**config.mk**
```make
export PLATFORM = sky130hd
export DESIGN_NAME = output_buffer
export DESIGN_NICKNAME = d
export VERILOG_FILES = /design/src/rtl/estu_pkg.sv /design/src/rtl/BRAM_singlePort_readFirst.sv /design/src/rtl/output_buffer.sv
export SDC_FILE = /design/constraint.sdc
export NUM_CORES = 2
export LEC_CHECK = 0
export ABC_CLOCK_PERIOD_IN_PS = 4200
export CELL_PAD_IN_SITES_DETAIL_PLACEMENT = 1
export CELL_PAD_IN_SITES_GLOBAL_PLACEMENT = 1
export CORE_ASPECT_RATIO = 1.2
export CORE_MARGIN = 2
export CORE_UTILIZATION = 41
export DETAILED_ROUTE_END_ITERATION = 16
export HOLD_SLACK_MARGIN = 0.05
export PLACE_DENSITY_LB_ADDON = 0.1
export SKIP_CTS_REPAIR_TIMING = 1
export SLEW_MARGIN = 20
export SYNTH_ARGS = -nofsm -noshare
export SYNTH_HDL_FRONTEND = slang
export SYNTH_SLANG_ARGS = --single-unit
```
**constraint.sdc**
```tcl
create_clock -name clk -period 4.2 [get_ports clk]
set_clock_uncertainty 0.05 [all_clocks]
set_input_delay 0.84 -clock clk [delete_from_list [all_inputs] [get_ports clk]]
set_output_delay 0.84 -clock clk [all_outputs]
set_load 0.02 [all_outputs]
```
**src/rtl/estu_pkg.sv**
```systemverilog
// Shared estu definitions: drain FSM encoding and frame-buffer geometry helpers.
package estu_pkg;

  localparam logic [0:0] ST_FILL  = 1'b0;
  localparam logic [0:0] ST_DRAIN = 1'b1;

  function automatic int clog2(input int value);
    int r;
    int v;
    r = 0;
    v = value - 1;
    while (v > 0) begin
      r++;
      v = v >> 1;
    end
    return (r == 0) ? 1 : r;
  endfunction

  // 8-bit samples are packed two per 16-bit word.
  function automatic bit simd_mode(input int dw);
    return dw == 8;
  endfunction

  function automatic int buf_depth(input int channels, input int dw);
    return simd_mode(dw) ? channels / 2 : channels;
  endfunction

endpackage

```
**src/rtl/BRAM_singlePort_readFirst.sv**
```systemverilog
// Single-port block RAM, read-first: a write cycle returns the previous word on dout.
module BRAM_singlePort_readFirst #(
  parameter int WIDTH = 16,
  parameter int DEPTH = 128,
  parameter int AW    = 7
) (
  input  logic             clk,
  input  logic             en,
  input  logic             we,
  input  logic [AW-1:0]    addr,
  input  logic [WIDTH-1:0] din,
  output logic [WIDTH-1:0] dout
);

  logic [WIDTH-1:0] mem [DEPTH];

  always_ff @(posedge clk) begin
    if (en) begin
      dout <= mem[addr];
      if (we) mem[addr] <= din;
    end
  end

endmodule

```
**src/rtl/output_buffer.sv**
```systemverilog
// Frame output buffer: fills one RAM frame from the core, then drains it in address order
// through a one-deep prefetch stage so a continuously ready sink sees one word per cycle.
module output_buffer
  import estu_pkg::*;
#(
  parameter int CHANNELS = 128,
  parameter int DW       = 15,
  localparam int DEPTH   = buf_depth(CHANNELS, DW),
  localparam int AW      = clog2(DEPTH)
) (
  input  logic          clk,
  input  logic          rst_n,
  input  logic          in_valid,
  input  logic [DW-1:0] in_data,
  output logic          in_ready,
  output logic          out_valid,
  output logic [15:0]   out_data,
  input  logic          out_ready,
  output logic          out_last,
  output logic          overflow,
  input  logic          external_access_en,
  input  logic [AW-1:0] external_addr,
  output logic [15:0]   external_data_out,
  output logic [0:0]    dbg_state
);

  localparam bit            SIMD      = simd_mode(DW);
  localparam logic [AW-1:0] LAST_ADDR = AW'(DEPTH - 1);

  logic [0:0]    state;
  logic          fill, drain;
  logic [AW-1:0] wptr, rptr, ram_addr;
  logic          we, issue, load_out, ext_fire, ext_pend;
  logic          rd_done, rd_valid, rd_last;
  logic [15:0]   wr_word, ram_dout, ext_hold;

  // Handshakes: a word moves on any rising edge where valid && ready; a valid producer
  // holds its data unchanged until that edge, and ready never depends on valid.
  assign fill      = (state == ST_FILL);
  assign drain     = (state == ST_DRAIN);
  assign in_ready  = fill;
  assign dbg_state = state;

  // rd_valid marks an unconsumed word on the RAM output; dout only moves when en is set.
  assign load_out = rd_valid && (!out_valid || out_ready);
  assign issue    = drain && !rd_done && (!rd_valid || load_out);
  assign ext_fire = fill && external_access_en && !we;
  assign ram_addr = drain ? rptr : (we ? wptr : external_addr);

  if (SIMD) begin : g_simd
    logic       half_q;
    logic [7:0] lo_q;

    always_ff @(posedge clk or negedge rst_n) begin
      if (!rst_n) begin
        half_q <= 1'b0;
        lo_q   <= '0;
      end else if (fill && in_valid) begin
        half_q <= !half_q;
        if (!half_q) lo_q <= in_data[7:0];
      end
    end

    assign we      = fill && in_valid && half_q;
    assign wr_word = {in_data[7:0], lo_q};
  end else begin : g_word
    assign we      = fill && in_valid;
    assign wr_word = 16'($signed(in_data));
  end

  BRAM_singlePort_readFirst #(.WIDTH(16), .DEPTH(DEPTH), .AW(AW)) u_ram (
    .clk  (clk),
    .en   (we || issue || ext_fire),
    .we   (we),
    .addr (ram_addr),
    .din  (wr_word),
    .dout (ram_dout)
  );

  always_ff @(posedge clk or negedge rst_n) begin
    if (!rst_n) begin
      state <= ST_FILL;
      wptr  <= '0;
    end else if (fill) begin
      if (we) begin
        wptr <= (wptr == LAST_ADDR) ? '0 : wptr + AW'(1);
        if (wptr == LAST_ADDR) state <= ST_DRAIN;
      end
    end else if (out_valid && out_ready && out_last) begin
      state <= ST_FILL;
    end
  end

  always_ff @(posedge clk or negedge rst_n) begin
    if (!rst_n) begin
      rptr     <= '0;
      rd_done  <= 1'b0;
      rd_valid <= 1'b0;
      rd_last  <= 1'b0;
    end else if (fill) begin
      rptr     <= '0;
      rd_done  <= 1'b0;
      rd_valid <= 1'b0;
      rd_last  <= 1'b0;
    end else begin
      if (issue) begin
        rptr    <= (rptr == LAST_ADDR) ? '0 : rptr + AW'(1);
        rd_done <= (rptr == LAST_ADDR);
        rd_last <= (rptr == LAST_ADDR);
      end
      rd_valid <= issue || (rd_valid && !load_out);
    end
  end

  always_ff @(posedge clk or negedge rst_n) begin
    if (!rst_n) begin
      out_valid <= 1'b0;
      out_last  <= 1'b0;
      out_data  <= '0;
    end else if (load_out) begin
      out_valid <= 1'b1;
      out_last  <= rd_last;
      out_data  <= ram_dout;
    end else if (out_valid && out_ready) begin
      out_valid <= 1'b0;
      out_last  <= 1'b0;
    end
  end

  always_ff @(posedge clk or negedge rst_n) begin
    if (!rst_n) begin
      overflow <= 1'b0;
      ext_pend <= 1'b0;
      ext_hold <= '0;
    end else begin
      if (in_valid && !in_ready) overflow <= 1'b1;
      ext_pend <= ext_fire;
      if (ext_pend) ext_hold <= ram_dout;
    end
  end

  // Host read data follows the RAM output in the cycle after the request, then holds.
  assign external_data_out = ext_pend ? ram_dout : ext_hold;

endmodule

```
Word-level counts from Yosys, hierarchy flattened
Memory sizes are Yosys's and may differ from the RTL's. A register that Yosys moved wholly into a read port is not among the register bits.
Index checks and enable logic that the tools add are counted.

cells by class
  reductions and logical operators = 22
  equality and inequality tests = 3
  multiplexer cells = 20
  $add $sub $neg = 2
  bitwise operators = 1

operators by type and width
  cell                   count
  $mux W7                6
  $mux W16               1
  $add A7 B1 Y7 const B  2
  $eq A7 B7 Y1 const B   2
  $mux W1                13
  $logic_and A1 B1 Y1    10
  $logic_not A1 Y1       5
  $logic_or A1 B1 Y1     5
  $ne A2 B1 Y1 const B   1
  $reduce_and A2 Y1      1
  $reduce_bool A2 Y1     1
  $not A1 Y1             1

word-level totals
  output and inout bits = 37
  RAM bits = 2048
  memories = 1
  flip-flop bits (word level) = 53

memories
  memory     words  width  rd ports  clocked after memory_dff  write ports  line                             text
  u_ram.mem  128    16     1         1                         1            BRAM_singlePort_readFirst.sv:15  logic [WIDTH-1:0] mem [DEPTH];

Logic depth before layout (Yosys ltp)
  depth after elaboration = 9
  depth in mapped cells = 13
  depth with buffers taken out = 8

Cells and area by module
Synthesis repeated with hierarchy kept, for this count alone.

second synthesis, totals
  cells, all modules = 4852
  area total of the unflattened synthesis = 82516.6 µm²

modules (own cells, without submodules)
  module                     cells each  seq. area each (µm²)  area each (µm²)  times used
  BRAM_singlePort_readFirst  4658        61979.4               80169.4          1
  output_buffer              194         1326.3                2347.3           1

Least setup slack after synthesis
OpenSTA, ideal clock, no wires.

  kind = in2reg
  start = input port in_valid
  end = memory u_ram.mem[72][0], enable pin
  stages = 8
  data required time = 3744 ps
  arrival = 3313 ps
  setup time = 406 ps
  buffers on the path = 4
  setup slack = 431 ps
  cell sequence = buf_6 > mux2_4 > o21ai_4 > buf_6 > buf_4 > buf_4 > nand2_1 > nor3_1

between the ends
  word-level cells in the longest chain between the ends = 6

ends and longest elaborated chain
  what                           line                             text
  start: declaration             output_buffer.sv:13              input logic in_valid,
  $logic_and A1 B1 Y1 (*)        output_buffer.sv:67              assign we = fill && in_valid;
  $logic_not A1 Y1               output_buffer.sv:47              assign ext_fire = fill && external_access_en && !we;
  $logic_and A1 B1 Y1            output_buffer.sv:47
  $logic_or A1 B1 Y1             output_buffer.sv:73              .en (we || issue || ext_fire),
  $mux W1                        BRAM_singlePort_readFirst.sv:18  if (en) begin
  $mux W1 (implied by the code)  BRAM_singlePort_readFirst.sv:20  if (we) mem[addr] <= din;
  end: declaration               BRAM_singlePort_readFirst.sv:15

Every way passes the cells marked *; elsewhere a longest branch is shown, timed or not.

Worst setup path in the final report
  start = input port in_valid
  end = register u_ram.dout[14], read port of u_ram.mem (data pin)

between the ends
  word-level cells in the longest chain between the ends = 4

ends and longest elaborated chain
  what                     line                             text
  $logic_and A1 B1 Y1 (*)  output_buffer.sv:67
  $logic_not A1 Y1         output_buffer.sv:47
  $logic_and A1 B1 Y1      output_buffer.sv:47
  $logic_or A1 B1 Y1       output_buffer.sv:73
  end: declaration         BRAM_singlePort_readFirst.sv:12  output logic [WIDTH-1:0] dout

Marks and branches as above.
A chain may end at the register's enable or synchronous reset.

==> results.md <==
* Status: finished clean
* RSZ-0062 raised after global routing: no
* Fin crit period at 4110 ps
* Worst Min Path Start: in_data[12]
* Layout area overhead at 21.2%
* Compound-gate portion of the synthesized area at 0.0896
* Fmax at 243 MHz
* Xor/xnor share of the synthesized area at 0.000791
* Max_cap viols at 0
* Combinational Power Share at 0.233
* Setup crit end kind: register
* Largest net degree at the start of global routing at 94
* Via density per instance at 5.92
* CTS tree: yes
* I/O pin cnt at 64
* Clk_lat worst skew at 860 ps
* Slew Limit Headroom at 0.206
* Reg2reg setup slack at 170 ps
* Sequential share of the synthesized area at 0.766
* Synthesized Nets at 4,828
* Post-Synth Adder-Cell Area at 0.000323
* Fin Hold WS at 408 ps
* Antenna violations before repair at 8
* Htree depth at 4
* Warnings from Yosys at 0
* Fin nets at 5,501
* Longest Clk Path Bufs at 3
* Detailed Routing Iterations Pass 1 at 7
* Tot Pwr at 52.1 mW
* HP Class: primary input to register
* CP Data Required Time at 4730 ps
* Post-Syn Area at 0.0775 mm²
* Final setup TNS at 0 ps
* CP Class: primary input to register
* PortBufs at 63
* #FFs+latches synth at 1,987
* Number of library cell types mapped by synthesis at 76
* Setup crit start: in_valid
* Leakage at 31.3 nW
* CTS root buf: clkbuf_16
* Share of cells above drive strength 1 at 0.219
* Vias in the first global route at 49,868
* Final hold violation count at 0
* Largest family of logic cells by synthesized area: compound AO/OA/AOI/OAI gates
* CTS Sinks at 1,987
* Initial DRC Count at 4,738
* EDFF count, synth at 1,935
* Gr ovfl total at 0
* Die W at 401 µm
* Sw Ratio at 0.306
* DRC at 0
* Cell Pwr Density at 555 mW/mm²
* Slew @ Worst Pin at 1180 ps
* Post-synthesis mux area share at 0.0546
* Internal power at 36.2 mW
* Fin. max-slew vios at 0
* Routability Congestion at 0.860
* Cell count after synthesis at 4,799
* Clk slew on worst S/H paths at 60 ps
* Final WL at 276 mm
* Initial Util at 0.413
* Clock share of power at 0.336
* Simple-gate area share of the yosys netlist at 0.0651
* CTS buffer count at 201
* Syn_area_per_cell at 16.2 µm²
* Fillers at 17,773
* Crit path max fanout at 24
* Synth async-reset ratio at 0.0262
* Chip height at 480 µm
* DP Wirelength at 185 mm
* Critical Path AT at 4640 ps
* Reg power frac at 0.432
* Fin util at 0.501
* FP Rows at 174
* DR WL/cell at 34.0 µm
* Prevailing post-synth register cell: edfxtp_1
* First-pass GRT wire length at 386 mm
* Routed Antenna Nets at 0
* Core area at 0.188 mm²
* CP Launch Type: primary input
* Peak supply drop at 0.457 mV
* Final setup viols at 0
* Fin crit share at 0.978
* P_sw at 16.0 mW
* Full die area at 0.193 mm²
* RR Startpoint: dbg_state
* Total track usage at 0.284
* Vias at 48,031
==> final cells by class <==
cell class	count	area, µm²	area share
inverters	8	30.0	0.000319
clock inverters	122	1110	0.0118
flip-flops and latches	1987	59400	0.632
clock buffers	247	5230	0.0557
diodes	7	17.5	0.000186
multi-input cells	2493	16500	0.176
well taps	2464	3080	0.0328
repair buffers	781	8620	0.0917
==> critical path: stages <==
cell and delay (ps):
clkdlybuf4s50_1 600, mux2_4 380, o21a_4 310, buf_12 180
nand2_2 90, buf_4 510, a21oi_1 120, a211oi_1 360
a21oi_1 180, buf_4 200, o32ai_1 710, a311oi_2 60
==> metal layers <==
metal / track usage / share of wire / vias to the layer above
met5: 0 / 0 / -
met4: 0.127 / 0.049 / 0
met3: 0.0393 / 0.057 / 402
met2: 0.486 / 0.50 / 1582
met1: 0.361 / 0.40 / 25687
li1: - / - / 20360
==> synthesized netlist by cell type (63+ instances only) <==
cell	number	area [µm²]
a22oi_1	118	886
mux4_2	78	1760
edfxtp_1	1935	58100
mux2i_1	159	1590
clkbuf_1	75	282
a21oi_1	314	1570
o2bb2ai_1	69	604
a221oi_1	87	762
nand2_1	687	2580
mux2_2	76	856
nand3_1	174	871
a31oi_1	63	394
buf_2	155	776
nor2_1	160	601
==> power by group through the flow <==
stage	registers, mW	clock network, mW	logic [mW]
after detailed placement	22.9	0	12.1
after global placement	22.9	0	12.0
after global routing	22.5	18.5	12.6
final	22.5	17.5	12.1
after CTS	22.5	17.8	12.1
after floorplan	22.7	0	5.35
==> path summary, 6_finish.rpt <==
kind / endpoint / cells after the start
max reg2reg: u_ram.dout[7] / 12
min in group asynchronous: ext_hold[3] / 2
min: u_ram.mem[13][12] / 1
max: u_ram.dout[14] / 12
max in group asynchronous: dbg_state / 3
min reg2reg: overflow / 1
==> cell families after synthesis <==
family	Yosys count
flip-flops	1987
AND/OR/NAND/NOR	1170
AO/OA/AOI/OAI	999
buffers and inverters	319
multiplexers	315
XOR/XNOR	7
adder cells (fa/ha/maj)	2
==> placed cells by master (no fill, tap or decap), drive strengths merged, types with 78 or more instances in the layout <==
master / instances
clkbuf: 247
nor2: 167
edfxtp: 1935
mux2i: 159
a221oi: 87
nand3: 174
mux4: 78
buf: 733
a22oi: 118
a21oi: 314
mux2: 78
nand2: 691
clkinv: 96
==> stage by stage <==
| stage | setup slack, ps | instance area [µm²] | std cells |
|---|---|---|---|
| after global placement | -1170 | 87600 | 7732 |
| final | 92.0 | 94000 | 8109 |
| after global routing | 48.8 | 94000 | 8103 |
| after detailed placement | -939 | 87600 | 7732 |
| after CTS | -155 | 94000 | 8101 |
| after floorplan | 431 | 77500 | 4799 |
==> registers in the layout, indices dropped and copies added (netlist names) <==
signal and cells:
out_valid 1, rd_valid 1, ext_hold 16, dbg_state 1
rptr 7, u_ram.mem 1920, rd_last 1, wptr 7
u_ram.dout 15, out_data 15, out_last 1, ext_pend 1
overflow 1
Power figures use the tool's default switching activity.
